<file path="src/rtl/inv_rotate_module.sv">
// inv_rotate_module: undoes the Keccak rho lane rotation.
//   newLane[z] = lane[(z + T[laneid]) mod 64], BITS_PER_CYCLE bits per clock.
// Valid/ready handshakes on the input and output sides. A new job is accepted only in IDLE.
// Optional macro INV_ROT_BYPASS_EN: a lane whose effective offset is 0 is copied
// straight into newLane and goes IDLE -> DONE, skipping ROTATE.
// The result is bit-identical in both builds. Only the latency changes.
module inv_rotate_module #(
  parameter int BITS_PER_CYCLE = 1
) (
  input  logic        clk,
  input  logic        rst,
  input  logic        in_valid,
  output logic        in_ready,
  input  logic [63:0] lane,
  input  logic [4:0]  laneid,
  output logic        out_valid,
  input  logic        out_ready,
  output logic [63:0] newLane,
  output logic        busy,
  output logic        lane_err
);

  if (!(BITS_PER_CYCLE == 1 || BITS_PER_CYCLE == 2 || BITS_PER_CYCLE == 4 ||
        BITS_PER_CYCLE == 8 || BITS_PER_CYCLE == 16 || BITS_PER_CYCLE == 32 ||
        BITS_PER_CYCLE == 64)) begin : g_cfg_err
    $error("inv_rotate_module: BITS_PER_CYCLE must be a power of two from 1 to 64");
  end

`ifdef INV_ROT_BYPASS_EN
  localparam bit c_bypass_en = 1'b1;
`else
  localparam bit c_bypass_en = 1'b0;
`endif

  typedef enum logic [1:0] {
    S_IDLE   = 2'd0,
    S_ROTATE = 2'd1,
    S_DONE   = 2'd2
  } state_t;

  // Rho offset per lane index. Indices 25..31 are not real lanes and map to identity.
  function automatic logic [5:0] rho_offset(input logic [4:0] id);
    logic [5:0] off;
    case (id)
      5'd0:    off = 6'd21;
      5'd1:    off = 6'd8;
      5'd2:    off = 6'd41;
      5'd3:    off = 6'd45;
      5'd4:    off = 6'd15;
      5'd5:    off = 6'd56;
      5'd6:    off = 6'd14;
      5'd7:    off = 6'd18;
      5'd8:    off = 6'd2;
      5'd9:    off = 6'd61;
      5'd10:   off = 6'd28;
      5'd11:   off = 6'd27;
      5'd12:   off = 6'd0;
      5'd13:   off = 6'd1;
      5'd14:   off = 6'd62;
      5'd15:   off = 6'd55;
      5'd16:   off = 6'd20;
      5'd17:   off = 6'd36;
      5'd18:   off = 6'd44;
      5'd19:   off = 6'd6;
      5'd20:   off = 6'd25;
      5'd21:   off = 6'd39;
      5'd22:   off = 6'd3;
      5'd23:   off = 6'd10;
      5'd24:   off = 6'd43;
      default: off = 6'd0;
    endcase
    // Lane 0 is forced to identity so that it matches the forward stage.
    if (id == 5'd0) begin
      off = 6'd0;
    end else begin
      off = off;
    end
    return off;
  endfunction

  state_t      r_state;
  logic [5:0]  r_z;
  logic [63:0] r_src;
  logic [5:0]  r_off;
  logic [63:0] r_new_lane;
  logic        r_in_ready;
  logic        r_out_valid;
  logic        r_busy;
  logic        r_lane_err;

  state_t      w_state_nxt;
  logic        w_accept;
  logic        w_bypass;
  logic        w_handshake;
  logic [5:0]  w_off;
  logic [6:0]  w_z_sum;
  logic        w_last;
  logic [63:0] w_rot;

  assign w_off       = rho_offset(laneid);
  assign w_accept    = (r_state == S_IDLE) && in_valid;
  assign w_bypass    = c_bypass_en && (w_off == 6'd0);
  assign w_handshake = (r_state == S_DONE) && r_out_valid && out_ready;
  // The 7-bit sum reaches 64 exactly when this cycle writes bit 63.
  assign w_z_sum     = {1'b0, r_z} + 7'(BITS_PER_CYCLE);
  assign w_last      = w_z_sum[6];

  // Next-state logic for the IDLE / ROTATE / DONE controller.
  always_comb begin
    w_state_nxt = r_state;
    case (r_state)
      S_IDLE: begin
        if (in_valid) begin
          w_state_nxt = w_bypass ? S_DONE : S_ROTATE;
        end else begin
          w_state_nxt = S_IDLE;
        end
      end
      S_ROTATE: begin
        if (w_last) begin
          w_state_nxt = S_DONE;
        end else begin
          w_state_nxt = S_ROTATE;
        end
      end
      S_DONE: begin
        if (w_handshake) begin
          w_state_nxt = S_IDLE;
        end else begin
          w_state_nxt = S_DONE;
        end
      end
      default: w_state_nxt = S_IDLE;
    endcase
  end

  // This cycle's slice of the rotation: write newLane[z+k] from srcReg[(z+k+off) mod 64].
  always_comb begin
    logic [6:0] v_idx;
    logic [6:0] v_src;
    w_rot = r_new_lane;
    v_idx = 7'd0;
    v_src = 7'd0;
    for (int k = 0; k < BITS_PER_CYCLE; k++) begin
      v_idx = {1'b0, r_z} + 7'(k);
      v_src = v_idx + {1'b0, r_off};
      if (v_src >= 7'd64) begin
        v_src = v_src - 7'd64;
      end else begin
        v_src = v_src;
      end
      w_rot[v_idx[5:0]] = r_src[v_src[5:0]];
    end
  end

  // Control registers: state, handshake flags, busy and the error pulse.
  always_ff @(posedge clk or negedge rst) begin
    if (!rst) begin
      r_state     <= S_IDLE;
      r_in_ready  <= 1'b1;
      r_out_valid <= 1'b0;
      r_busy      <= 1'b0;
      r_lane_err  <= 1'b0;
    end else begin
      r_state     <= w_state_nxt;
      r_in_ready  <= (w_state_nxt == S_IDLE);
      r_busy      <= (w_state_nxt != S_IDLE);
      r_lane_err  <= w_accept && (laneid > 5'd24);
      r_out_valid <= (r_state == S_DONE) && !w_handshake;
    end
  end

  // Datapath registers: capture the job on acceptance, then build newLane while in ROTATE.
  always_ff @(posedge clk or negedge rst) begin
    if (!rst) begin
      r_z        <= 6'd0;
      r_src      <= 64'd0;
      r_off      <= 6'd0;
      r_new_lane <= 64'd0;
    end else if (w_accept) begin
      r_z        <= 6'd0;
      r_src      <= lane;
      r_off      <= w_off;
      r_new_lane <= w_bypass ? lane : 64'd0;
    end else if (r_state == S_ROTATE) begin
      r_z        <= w_z_sum[5:0];
      r_new_lane <= w_rot;
    end else begin
      r_z        <= r_z;
      r_new_lane <= r_new_lane;
    end
  end

  assign in_ready  = r_in_ready;
  assign out_valid = r_out_valid;
  assign newLane   = r_new_lane;
  assign busy      = r_busy;
  assign lane_err  = r_lane_err;

endmodule

</file>
<file path="config.mk">
export PLATFORM = sky130hd
export DESIGN_NAME = inv_rotate_module
export DESIGN_NICKNAME = d
export VERILOG_FILES = /design/src/rtl/inv_rotate_module.sv
export SDC_FILE = /design/constraint.sdc
export NUM_CORES = 1
export LEC_CHECK = 0
export BUFFER_PORTS_ARGS = -buffer_cell sky130_fd_sc_hd__buf_2
export CORE_UTILIZATION = 56
export DETAILED_ROUTE_END_ITERATION = 8
export MAX_ROUTING_LAYER = met4
export PLACE_DENSITY = 0.9
export SLEW_MARGIN = 20
export SYNTH_ARGS = -nofsm -noshare
export SYNTH_HDL_FRONTEND = slang
export SYNTH_SLANG_ARGS = --single-unit
</file>
<file path="constraint.sdc">
create_clock -name clk -period 3.65 [get_ports clk]
set_clock_uncertainty 0.15 [all_clocks]
set_input_delay 0.365 -clock clk [delete_from_list [all_inputs] [get_ports clk]]
set_output_delay 0.365 -clock clk [all_outputs]
set_load 0.02 [all_outputs]
</file>
# After elaboration in Yosys (flattened, before gate mapping)

Memory sizes are Yosys's and may differ from the RTL's.
Index checks and enable logic that the tools add are counted.

Logic and storage cells: 47
Input port bits: 73
Memory bits (read-only): 192
Register bits: 146
Output and inout port bits: 68
Memories: 1

Memory list:

| memory           | depth | width | rd ports | clocked after memory_dff | wr ports | line | RTL |
|---|---|---|---|---|---|---|---|
| (name not given) | 32    | 6     | 1        | 0                        | 0        | 44   | `case (id)` |

Add/subtract/negate cells: 3
Reduce and logical (&&, ||, !) cells: 12
Eq/ne operators: 2
Muxes and demuxes: 15
Magnitude comparators: 5

Operators by type and width:

| operator                                                          | count |
|---|---|
| 2-to-1 mux 64 bit                                                 | 2 |
| bitwise mux 64 bit                                                | 1 |
| 2-to-1 mux 6 bit                                                  | 4 |
| less-than comparator 6 x 7 -> 1 bit, second input constant        | 2 |
| adder 6 x 1 -> 7 bit, second input constant                       | 1 |
| adder 6 x 6 -> 7 bit                                              | 1 |
| greater-or-equal comparator 7 bit, second input constant          | 1 |
| binary-select mux 1 bit (select 6 bit)                            | 1 |
| demux 1 bit (select 6 bit)                                        | 1 |
| greater-or-equal comparator 6 x 1 -> 1 bit, second input constant | 1 |
| logical AND 1 bit                                                 | 6 |
| case mux 2 bit (3 select lines)                                   | 1 |
| subtractor 6 x 1 -> 6 bit, second input constant                  | 1 |
| > comparator 5 bit, second input constant                         | 1 |
| zero test 5 bit                                                   | 1 |
| zero test 2 bit                                                   | 2 |
| 2-to-1 mux 2 bit                                                  | 2 |
| nonzero test 2 bit                                                | 2 |
| 2-to-1 mux 1 bit                                                  | 3 |
| == test 2 x 1 -> 1 bit, second input constant                     | 1 |
| == test 2 bit, second input constant                              | 1 |
| zero test 1 bit                                                   | 1 |

# Logic depth before layout (Yosys ltp)

Gate-level depths: netlist of run 1.

Word-level depth: 8
Depth in mapped cells: 12
Gate-level depth less buffers: 10

# Worst setup path before layout of run 1

OpenSTA, ideal clock, no wires.

Path kind: register -> register
Start point: reg r_z[0]
End point: reg r_new_lane[3], in the netlist newLane[3]
Stages on the path, launching flop included: 13
Clock period less this slack: 3326 ps
Library setup time: 127 ps
Setup slack: 324 ps
Arrival time: 3050 ps
Cell sequence: dfrtp_1 ha_1 inv_1 fa_1 clkbuf_1 buf_2 mux4_2 nor2b_1 a2111oi_0 nor4_1 mux2i_4 buf_6 o21ai_1

Word-level cells in the longest chain between the ends: 8
Elaborated cells between the ends (all ways): 14
Those cells by class: add/sub (2); order compare (3); mux (8); reduce/logical (1)

Ends and longest elaborated chain:

| item                                                                                  | line     | RTL |
|---|---|---|
| start, declared                                                                       | 82       | `logic [5:0] r_z;` |
| start signal, assigned                                                                | 186      | `r_z <= w_z_sum[5:0];` |
| start signal, assigned                                                                | 189      | `r_z <= r_z;` |
| adder 6 x 6 -> 7 bit                                                                  | 146      | `v_src = v_idx + {1'b0, r_off};` |
| subtractor 6 x 1 -> 6 bit / greater-or-equal comparator 7 bit (equally long branches) | 148, 147 |  |
| 2-to-1 mux 6 bit                                                                      | 147      | `if (v_src >= 7'd64) begin` |
| binary-select mux 1 bit (select 6 bit)                                                | 152      | `w_rot[v_idx[5:0]] = r_src[v_src[5:0]];` |
| 2-to-1 mux 1 bit (implied by the code)                                                | 152      |  |
| bitwise mux 64 bit *                                                                  | 152      |  |
| 2-to-1 mux 64 bit *                                                                   | 185      | `end else if (r_state == S_ROTATE) begin` |
| 2-to-1 mux 64 bit *                                                                   | 180      | `end else if (w_accept) begin` |
| end signal, assigned                                                                  | 184      | `r_new_lane <= w_bypass ? lane : 64'd0;` |
| end signal, assigned                                                                  | 187      | `r_new_lane <= w_rot;` |
| end signal, assigned                                                                  | 190      | `r_new_lane <= r_new_lane;` |
| end, declared                                                                         | 85       | `logic [63:0] r_new_lane;` |

Every way passes the cells marked *; elsewhere a longest branch is shown, timed or not. The select of a mux whose other input is x is not followed.
A chain may end at the register's enable or synchronous reset.

# Worst setup path in the final report of run 1

Start point: reg r_z[1]
End point: reg r_new_lane[21], in the netlist newLane[21]

Same word-level chain as after synthesis.

==> flow_summary.html, run 1 <==
<table>
<tr><th>Metric</th><th>Value</th></tr>
<tr><th colspan="2">Yosys</th></tr>
<tr><td>Cell taking the most area after synthesis</td><td>sky130_fd_sc_hd__dfrtp_1</td></tr>
<tr><td>EDFF count, synth</td><td>0</td></tr>
<tr><td>Sequential-to-total area share from yosys stat</td><td>approximately half</td></tr>
<tr><td>Nets in the synthesized netlist</td><td>about 910</td></tr>
<tr><td>Ranking of synthesized cells by area</td><td>sky130_fd_sc_hd__dfrtp_1 (48%), sky130_fd_sc_hd__nand2_1 (14%), sky130_fd_sc_hd__o211ai_1 (6.5%)</td></tr>
<tr><td>Number of library cell types mapped by synthesis</td><td>53</td></tr>
<tr><td>Number of standard cells after synthesis</td><td>between 800 and 900</td></tr>
<tr><td>Yosys reg bits</td><td>146</td></tr>
<tr><td>Share of async-settable or async-resettable flops after synthesis</td><td>100%</td></tr>
<tr><td>Area of the mapped netlist</td><td>~7600 um2</td></tr>
<tr><td>Most used flip-flop cell after synthesis</td><td>sky130_fd_sc_hd__dfrtp_1</td></tr>
<tr><td>Average instance area after synthesis</td><td>9.18 um2</td></tr>
<tr><td>Portion of synthesized cell area occupied by the leading cell type</td><td>47.9%</td></tr>
<tr><td>Synth warn</td><td>0</td></tr>
<tr><th colspan="2">Floorplan</th></tr>
<tr><td>Overall die height</td><td>between 100 and 150 um</td></tr>
<tr><td>Top-level I/O count</td><td>~140</td></tr>
<tr><td>Starting utilization of the core area</td><td>57.2%</td></tr>
<tr><td>Number of core rows</td><td>42</td></tr>
<tr><td>Total core area</td><td>13200 um2</td></tr>
<tr><td>Die width</td><td>about 120 um</td></tr>
<tr><td>DIE AREA</td><td>around 14000 um2</td></tr>
<tr><th colspan="2">Place</th></tr>
<tr><td>Pre-CTS WS</td><td>219 ps</td></tr>
<tr><td>Final weighted congestion in routability-driven placement</td><td>approximately 0.79</td></tr>
<tr><td>Detail Placement HPWL</td><td>between 10000 and 15000 um</td></tr>
<tr><td>Port Buffer Count</td><td>140</td></tr>
<tr><th colspan="2">Detailed routing</th></tr>
<tr><td>Uppermost metal layer occupied by signal nets</td><td>met4</td></tr>
<tr><td>First-pass detailed-route iteration total</td><td>5</td></tr>
<tr><td>Total DRC errors in the routed layout</td><td>0</td></tr>
<tr><td>Average vias per placed instance</td><td>around 6</td></tr>
<tr><td>Met3 WL post-DR</td><td>1700 um</td></tr>
<tr><td>Total length of routed wires</td><td>about 21000 um</td></tr>
<tr><td>Total via count after detailed routing</td><td>roughly 7000</td></tr>
<tr><td>Antenna violation net count after detailed routing</td><td>0</td></tr>
<tr><td>Detailed-routing wirelength on met1</td><td>approximately 8300 um</td></tr>
<tr><td>Count of routing violations after the opening detailed-route iteration</td><td>870</td></tr>
<tr><td>Routed len/inst</td><td>about 18 um</td></tr>
<tr><td>DR WL met2</td><td>approximately 11000 um</td></tr>
<tr><th colspan="2">Clock tree</th></tr>
<tr><td>TritonCTS Buffers</td><td>17</td></tr>
<tr><td>TritonCTS clock tree</td><td>built</td></tr>
<tr><td>Latest clock arrival within the worst-skew pair</td><td>between 400 and 500 ps</td></tr>
<tr><td>Bufs on Longest Clock Path</td><td>2</td></tr>
<tr><td>Maximum level of the CTS H-tree</td><td>4</td></tr>
<tr><td>Clock transition at path regs</td><td>around 60 ps</td></tr>
<tr><td>Clk sink count</td><td>~150</td></tr>
<tr><td>Number of buffers added for setup after CTS</td><td>0</td></tr>
<tr><td>Library cell used as clock root buffer</td><td>sky130_fd_sc_hd__clkbuf_16</td></tr>
<tr><th colspan="2">Hold path</th></tr>
<tr><td>Worst Hold Launch</td><td>lane[19]</td></tr>
<tr><td>Hold path cells</td><td>3</td></tr>
<tr><td>Hold/Removal Path Class</td><td>primary input to register</td></tr>
<tr><td>Worst Hold Path EP</td><td>r_src[19]</td></tr>
<tr><th colspan="2">Layout</th></tr>
<tr><td>Share of cells above drive strength 1</td><td>between 20% and 30%</td></tr>
<tr><td>Synth-to-Final Area Change</td><td>23.3%</td></tr>
<tr><td>Sequential standard cell area</td><td>between 3000 and 4000 um2</td></tr>
<tr><td>Commonest non-fill, non-tap cells in the layout</td><td>sky130_fd_sc_hd__nand2_1 (282), sky130_fd_sc_hd__dfrtp_1 (145), sky130_fd_sc_hd__buf_2 (139)</td></tr>
<tr><td>Area used by multi-input combinational logic</td><td>between 3000 and 4000 um2</td></tr>
<tr><td>Count of fill cells added during filler insertion</td><td>roughly 900</td></tr>
<tr><td>Most common cell after layout, fill and taps aside</td><td>sky130_fd_sc_hd__nand2_1</td></tr>
<tr><td>Count of nets after finishing</td><td>around 1100</td></tr>
<tr><th colspan="2">Critical path</th></tr>
<tr><td>Buffers &amp; Inverters on Critical Path</td><td>3</td></tr>
<tr><td>Kind of critical path</td><td>register to register</td></tr>
<tr><td>Required time worst endpoint</td><td>3800 ps</td></tr>
<tr><td>Arrival time reported for the critical path endpoint</td><td>3770 ps</td></tr>
<tr><td>R2r worst-path depth</td><td>10</td></tr>
<tr><td>R2r setup slk</td><td>approximately 22 ps</td></tr>
<tr><td>Critical path origin</td><td>r_z[1]</td></tr>
<tr><td>Worst-path cell with the longest stage delay</td><td>sky130_fd_sc_hd__fa_1</td></tr>
<tr><td>Maximum fanout encountered on the critical timing path</td><td>32</td></tr>
<tr><td>Cell breakdown of the critical path</td><td>inv_1, fa_1, buf_4, mux4_1, nor2b_1, a2111oi_0, nor4_1, mux2i_4, clkbuf_16, o21ai_0</td></tr>
<tr><td>CP peak stage delay</td><td>between 500 and 600 ps</td></tr>
<tr><td>Crit path max-delay family</td><td>buffers and inverters</td></tr>
<tr><td>Start of the worst register-to-register path</td><td>r_z[1]</td></tr>
<tr><td>Startpoint type of the worst setup path</td><td>register</td></tr>
<tr><td>Capturing element type of the critical path</td><td>register</td></tr>
<tr><td>Endpoint of the most critical register-to-register path</td><td>newLane[21]</td></tr>
<tr><th colspan="2">Global route</th></tr>
<tr><td>Pin count of the biggest net entering global routing</td><td>~100</td></tr>
<tr><td>Total congestion overflow</td><td>0</td></tr>
<tr><td>Via count of the first global-routing pass</td><td>about 6900</td></tr>
<tr><td>Initial antenna violation count</td><td>1</td></tr>
<tr><td>First-pass GRT wire length</td><td>about 34000 um</td></tr>
<tr><td>Overall track demand over capacity in global routing</td><td>between 30 and 40%</td></tr>
<tr><th colspan="2">Timing</th></tr>
<tr><td>Final Hold Violating Endpoints</td><td>1</td></tr>
<tr><td>Slew headroom</td><td>between 30 and 40%</td></tr>
<tr><td>Final Critical Period</td><td>3630 ps</td></tr>
<tr><td>Fin Hold WS</td><td>-0.123 ps</td></tr>
<tr><td>Maximum achievable frequency</td><td>~280 MHz</td></tr>
<tr><td>Setup-violating endpoint count in the final report</td><td>0</td></tr>
<tr><td>Final-report max-slew violation count</td><td>0</td></tr>
<tr><td>Final period util</td><td>between 90 and 100%</td></tr>
<tr><td>Measured slew at the worst slew-check pin</td><td>around 1000 ps</td></tr>
<tr><td>Crit path setup slack, layout</td><td>about 22 ps</td></tr>
<tr><th colspan="2">Power</th></tr>
<tr><td>Max VDD drop</td><td>1.33 mV</td></tr>
<tr><td>Cell leakage power</td><td>between 4 and 5 nW</td></tr>
<tr><td>Overall power consumption</td><td>10.3 mW</td></tr>
<tr><td>PwrDens</td><td>between 1000 and 1500 nW/um2</td></tr>
<tr><th colspan="2">Run status</th></tr>
<tr><td>Violated checks</td><td>hold timing</td></tr>
<tr><td>Result of the run</td><td>finished, violations left</td></tr>
<tr><th colspan="2">Run</th></tr>
<tr><td>Number of max-capacitance violations reported</td><td>0</td></tr>
</table>
area by class of cell:
type | count | area share (%)
clock buffers | 21 | 4.93
clock inverters | 9 | 1.15
well taps | 176 | 2.36
flip-flops and latches | 146 | 39.1
inverters | 11 | 0.442
repair buffers | 195 | 13.6
multi-input cells | 603 | 38.4
diodes | 1 | 0.0268
power breakdown:
group	switching, mW	internal [mW]	total (mW)
Combinational	3.80	2.02	5.83
Clock	0.672	1.03	1.70
Sequential	0.493	2.30	2.79
Total	4.97	5.35	10.3
metal layers:
layer	vias up	track usage [%]
li1	3136	-
met1	3427	39.4
met2	411	51.7
met3	75	6.08
met4	0	16.3
met5	-	-
worst reg2reg max path, cell delays in order (launching register included):
cell and delay (ps):
sky130_fd_sc_hd__dfrtp_1 470, sky130_fd_sc_hd__inv_1 150, sky130_fd_sc_hd__fa_1 560, sky130_fd_sc_hd__buf_4 250
sky130_fd_sc_hd__mux4_1 310, sky130_fd_sc_hd__nor2b_1 140, sky130_fd_sc_hd__a2111oi_0 560, sky130_fd_sc_hd__nor4_1 190
sky130_fd_sc_hd__mux2i_4 290, sky130_fd_sc_hd__clkbuf_16 280, sky130_fd_sc_hd__o21ai_0 140
per-stage QoR:
stage / util, % / area [um2] / std cells / setup TNS [ps]
floorplan: - / 7580 / 826 / 0
global placement: 62.8 / 8310 / 1088 / 0
detailed placement: 62.8 / 8310 / 1088 / 0
CTS: 70.2 / 9300 / 1160 / 0
global route: 70.6 / 9350 / 1162 / -3730
finish: 70.6 / 9350 / 1162 / 0
synth_stat cells, drive strengths merged, types with 2 or more instances:
cell type / count
nand3b: 3
a22o: 3
o21ai: 70
buf: 17
or3: 3
nor2: 42
nand2b: 4
o31ai: 9
a21oi: 12
mux2i: 4
mux2: 2
xnor2: 4
xor2: 3
and2: 6
mux4: 17
or2: 3
ha: 11
nor4: 2
nand2: 283
a2111oi: 8
nand3: 16
nor3: 3
o211ai: 66
nor2b: 13
clkbuf: 49
dfrtp: 145
inv: 11
kinds of logic after synthesis:
group	share of synthesized area (%)
DFF	48.2
AOI/OAI and AO/OA	16.5
xor gates and xnor gates	0.809
adders and majority gates	2.08
muxes	6.73
and+or+nand+nor	20.8
buffers and inverters	4.79
timing repair:
item	4_1_cts	5_1_grt
resized for setup	0	11
setup endpoints to repair	0	64
endpoints found under the hold margin	136	0
hold buffers	42	0
state kept, by name, indices dropped and copies added, names as in the netlist:
name,cells
r_z,6
r_state,2
newLane,64
r_src,64
in_ready,1
out_valid,1
r_off,6
busy,1
lane_err,1
worst max path at each step:
stage / endpoint / slack [ps] / cells past startpoint
finish: newLane[21] / 20 / 10
global placement: newLane[25] / 330 / 10
floorplan: newLane[3] / 320 / 12
CTS: newLane[21] / 160 / 10
detailed placement: newLane[21] / 220 / 10
global route: newLane[16] / -100 / 10
Power figures use the tool's default switching activity.
==> run 2: changes to the inputs <==
--- a/config.mk
+++ b/config.mk
@@ -6,10 +6,11 @@
 export NUM_CORES = 1
 export LEC_CHECK = 0
 export BUFFER_PORTS_ARGS = -buffer_cell sky130_fd_sc_hd__buf_2
-export CORE_UTILIZATION = 56
+export CORE_UTILIZATION = 58
+export CTS_BUF_LIST = sky130_fd_sc_hd__clkbuf_2 sky130_fd_sc_hd__clkbuf_4 sky130_fd_sc_hd__clkbuf_8
 export DETAILED_ROUTE_END_ITERATION = 8
 export MAX_ROUTING_LAYER = met4
-export PLACE_DENSITY = 0.9
+export PLACE_DENSITY = 0.93
 export SLEW_MARGIN = 20
 export SYNTH_ARGS = -nofsm -noshare
 export SYNTH_HDL_FRONTEND = slang
==> run 2 against run 1 <==
Compared with the run above:
- the flow finishes with violations (hold timing, setup timing)
- non-clock buffer count is 20 higher
- die area shrank 3.4%
- wire length up 13%
- via count rose by 6.1%
- critical path type unchanged
- count of clock-buffer cells in the layout is 1 lower
- global-route usage rose by 5.6 points
- maximum frequency shrank 2.1%
- combinational power up 10%
- critical path depth rose by 1
- sequential cell count did not move
- utilization is 4.3 points higher
==> flow_summary.html, run 2 (synthesized netlist as in run 1, its figures left out) <==
<table>
<tr><th>Metric</th><th>Value</th></tr>
<tr><th colspan="2">Critical path</th></tr>
<tr><td>Capturing element type of the critical path</td><td>register</td></tr>
<tr><td>Kind of critical path</td><td>register to register</td></tr>
<tr><td>CP peak stage delay</td><td>680 ps (+120 ps)</td></tr>
<tr><td>Arrival time reported for the critical path endpoint</td><td>3940 ps (+170 ps)</td></tr>
<tr><td>Worst-path cell with the longest stage delay</td><td>sky130_fd_sc_hd__nor4_2</td></tr>
<tr><td>Startpoint type of the worst setup path</td><td>register</td></tr>
<tr><td>Maximum fanout encountered on the critical timing path</td><td>16 (-50%)</td></tr>
<tr><td>Cell breakdown of the critical path</td><td>ha_1, inv_1, fa_1, nand2b_1, a21oi_1, xor2_2, a2111oi_2, nor4_2, mux2i_4, clkbuf_16, o31ai_1</td></tr>
<tr><td>Required time worst endpoint</td><td>3880 ps (+80 ps)</td></tr>
<tr><th colspan="2">Floorplan</th></tr>
<tr><td>Overall die height</td><td>116 um (-1.7%)</td></tr>
<tr><td>Total core area</td><td>12700 um2 (-4.3%)</td></tr>
<tr><td>Number of core rows</td><td>41 (-2.4%)</td></tr>
<tr><td>DIE AREA</td><td>13500 um2 (-3.4%)</td></tr>
<tr><td>Starting utilization of the core area</td><td>59.8% (+2.6 points)</td></tr>
<tr><td>Top-level I/O count</td><td>141 (unchanged)</td></tr>
<tr><td>Die width</td><td>116 um (-1.7%)</td></tr>
<tr><th colspan="2">Global route</th></tr>
<tr><td>Via count of the first global-routing pass</td><td>7151 (+3.5%)</td></tr>
<tr><td>Overall track demand over capacity in global routing</td><td>37.9% (+5.6 points)</td></tr>
<tr><td>Pin count of the biggest net entering global routing</td><td>84 (-14%)</td></tr>
<tr><td>Initial antenna violation count</td><td>0 (-1)</td></tr>
<tr><td>Total congestion overflow</td><td>0 (unchanged)</td></tr>
<tr><td>First-pass GRT wire length</td><td>36800 um (+7.1%)</td></tr>
<tr><th colspan="2">Place</th></tr>
<tr><td>Detail Placement HPWL</td><td>12300 um (-2.0%)</td></tr>
<tr><td>Number of cells after detailed placement</td><td>1082 (-0.55%)</td></tr>
<tr><td>Total placed instance area</td><td>8310 um2 (about the same)</td></tr>
<tr><td>Final weighted congestion in routability-driven placement</td><td>0.802 (+1.1%)</td></tr>
<tr><td>Port Buffer Count</td><td>140 (unchanged)</td></tr>
<tr><th colspan="2">Layout</th></tr>
<tr><td>Number of antenna diodes</td><td>0 (-1)</td></tr>
<tr><td>Synth-to-Final Area Change</td><td>25.1%</td></tr>
<tr><td>Share of cells above drive strength 1</td><td>23.5% (+0.69 points)</td></tr>
<tr><td>Final instance count without filler cells</td><td>1179 (+1.5%)</td></tr>
<tr><td>Most common cell after layout, fill and taps aside</td><td>sky130_fd_sc_hd__nand2_1</td></tr>
<tr><td>Count of nets after finishing</td><td>1079 (+1.9%)</td></tr>
<tr><td>End-of-flow core utilization</td><td>74.8% (+4.3 points)</td></tr>
<tr><td>Cell area after layout</td><td>9480 um2 (+1.4%)</td></tr>
<tr><td>Commonest non-fill, non-tap cells in the layout</td><td>sky130_fd_sc_hd__nand2_1 (282), sky130_fd_sc_hd__dfrtp_1 (144), sky130_fd_sc_hd__buf_2 (139)</td></tr>
<tr><th colspan="2">Detailed routing</th></tr>
<tr><td>Uppermost metal layer occupied by signal nets</td><td>met4</td></tr>
<tr><td>First-pass detailed-route iteration total</td><td>6 (+1)</td></tr>
<tr><td>DR WL met2</td><td>11900 um (+11%)</td></tr>
<tr><td>Total via count after detailed routing</td><td>7479 (+6.1%)</td></tr>
<tr><td>Routed len/inst</td><td>20.7 um (+12%)</td></tr>
<tr><td>Count of routing violations after the opening detailed-route iteration</td><td>999 (+15%)</td></tr>
<tr><td>Met3 WL post-DR</td><td>2430 um (+43%)</td></tr>
<tr><td>Average vias per placed instance</td><td>6.34 (+4.6%)</td></tr>
<tr><td>Total DRC errors in the routed layout</td><td>0 (unchanged)</td></tr>
<tr><td>Total length of routed wires</td><td>24400 um (+13%)</td></tr>
<tr><td>Detailed-routing wirelength on met1</td><td>8310 um (+0.35%)</td></tr>
<tr><td>Antenna violation net count after detailed routing</td><td>0 (unchanged)</td></tr>
<tr><th colspan="2">Clock tree</th></tr>
<tr><td>Clock transition at path regs</td><td>90 ps (+30 ps)</td></tr>
<tr><td>Bufs on Longest Clock Path</td><td>2 (unchanged)</td></tr>
<tr><td>Library cell used as clock root buffer</td><td>sky130_fd_sc_hd__clkbuf_8</td></tr>
<tr><td>Clk sink count</td><td>146 (unchanged)</td></tr>
<tr><td>Maximum level of the CTS H-tree</td><td>4 (unchanged)</td></tr>
<tr><td>TritonCTS clock tree</td><td>built</td></tr>
<tr><td>Latest clock arrival within the worst-skew pair</td><td>490 ps (+60 ps)</td></tr>
<tr><td>TritonCTS Buffers</td><td>17 (unchanged)</td></tr>
<tr><td>Number of buffers added for setup after CTS</td><td>0 (unchanged)</td></tr>
<tr><th colspan="2">Timing</th></tr>
<tr><td>Final-report max-slew violation count</td><td>0 (unchanged)</td></tr>
<tr><td>Final Hold Violating Endpoints</td><td>1 (unchanged)</td></tr>
<tr><td>Crit path setup slack, layout</td><td>-54.7 ps (-76.7 ps)</td></tr>
<tr><td>Measured slew at the worst slew-check pin</td><td>1040 ps (-0.0822 ps)</td></tr>
<tr><td>Maximum achievable frequency</td><td>270 MHz (-2.1%)</td></tr>
<tr><td>Final period util</td><td>101% (+2.1 points)</td></tr>
<tr><td>Setup-violating endpoint count in the final report</td><td>8 (+8)</td></tr>
<tr><td>Final Critical Period</td><td>3700 ps (+76.7 ps)</td></tr>
<tr><td>Slew headroom</td><td>31.0% (about the same)</td></tr>
<tr><td>Fin Hold WS</td><td>-8.10 ps (-7.98 ps)</td></tr>
<tr><th colspan="2">Run status</th></tr>
<tr><td>Result of the run</td><td>finished, violations left</td></tr>
<tr><td>Violated checks</td><td>hold timing, setup timing</td></tr>
<tr><th colspan="2">Run</th></tr>
<tr><td>Number of max-capacitance violations reported</td><td>0 (unchanged)</td></tr>
<tr><th colspan="2">Hold path</th></tr>
<tr><td>Hold/Removal Path Class</td><td>primary input to register</td></tr>
<tr><th colspan="2">Power</th></tr>
<tr><td>Cell leakage power</td><td>4.49 nW (+0.91%)</td></tr>
<tr><td>Max VDD drop</td><td>1.58 mV (+19%)</td></tr>
<tr><td>PwrDens</td><td>1130 nW/um2 (+2.4%)</td></tr>
</table>
==> run 2: worst max-delay path, delay by kind of cell, from the launching register on <==
| kind | cells | cell delay [ps] |
|---|---|---|
| flops | 1 | 440 |
| simple gates | 2 | 840 |
| fa+ha+maj | 2 | 600 |
| xor+xnor | 1 | 350 |
| mux | 1 | 240 |
| buf+inv | 2 | 310 |
| compound gates | 3 | 670 |
==> run 2: through the flow <==
stage / setup TNS [ps] / setup slack (ps) / hold slack [ps] / total power [mW]
floorplan: 0 / 324 / -80.6 / 6.97
global placement: 0 / 253 / 303 / 7.78
detailed placement: 0 / 84.5 / 306 / 7.96
CTS: 0 / 1.85 / 0.881 / 9.49
global route: -5690 / -257 / 8.86 / 11.2
finish: -264 / -54.7 / -8.10 / 10.7
==> run 2: final timing paths <==
check | to | slack [ps] | cells past startpoint | from
worst max-delay path | newLane[31] | -50 | 11 | r_z[0]
worst min-delay path | r_src[61] | -8 | 3 | lane[61]
worst max register to register | newLane[31] | -50 | 11 | r_z[0]
worst min register to register | r_src[51] | 330 | 2 | r_src[51]
max in group asynchronous | newLane[48] | 2200 | 3 | rst
min in group asynchronous | r_src[14] | 330 | 2 | rst
==> run 2: cell type report <==
class	instances	area, um2
Clock inverter	12	180
Multi-Input combinational cell	603	3640
Sequential cell	146	3660
Inverter	11	41.3
Tap cell	172	215
Clock buffer	20	263
Fill cell	749	3190
Timing Repair Buffer	215	1490
==> run 2: what timing repair did <==
| action | 4_1_cts | 5_1_grt |
|---|---|---|
| hold buffers | 63 | 0 |
| hold endpoints to repair | 143 | 0 |
| endpoints found under the setup margin | 0 | 64 |
| resized for setup | 0 | 23 |
==> run 2: power by group <==
part	internal [mW]	switching, mW
Clock	0.780	0.674
Combinational	2.22	4.20
Sequential	2.29	0.551
Total	5.29	5.43
==> run 2: metal layers <==
| layer | vias to the layer above | GRT usage [%] |
|---|---|---|
| li1 | 3178 | - |
| met1 | 3532 | 42.4 |
| met2 | 600 | 61.5 |
| met3 | 169 | 8.67 |
| met4 | 0 | 23.6 |
| met5 | - | - |
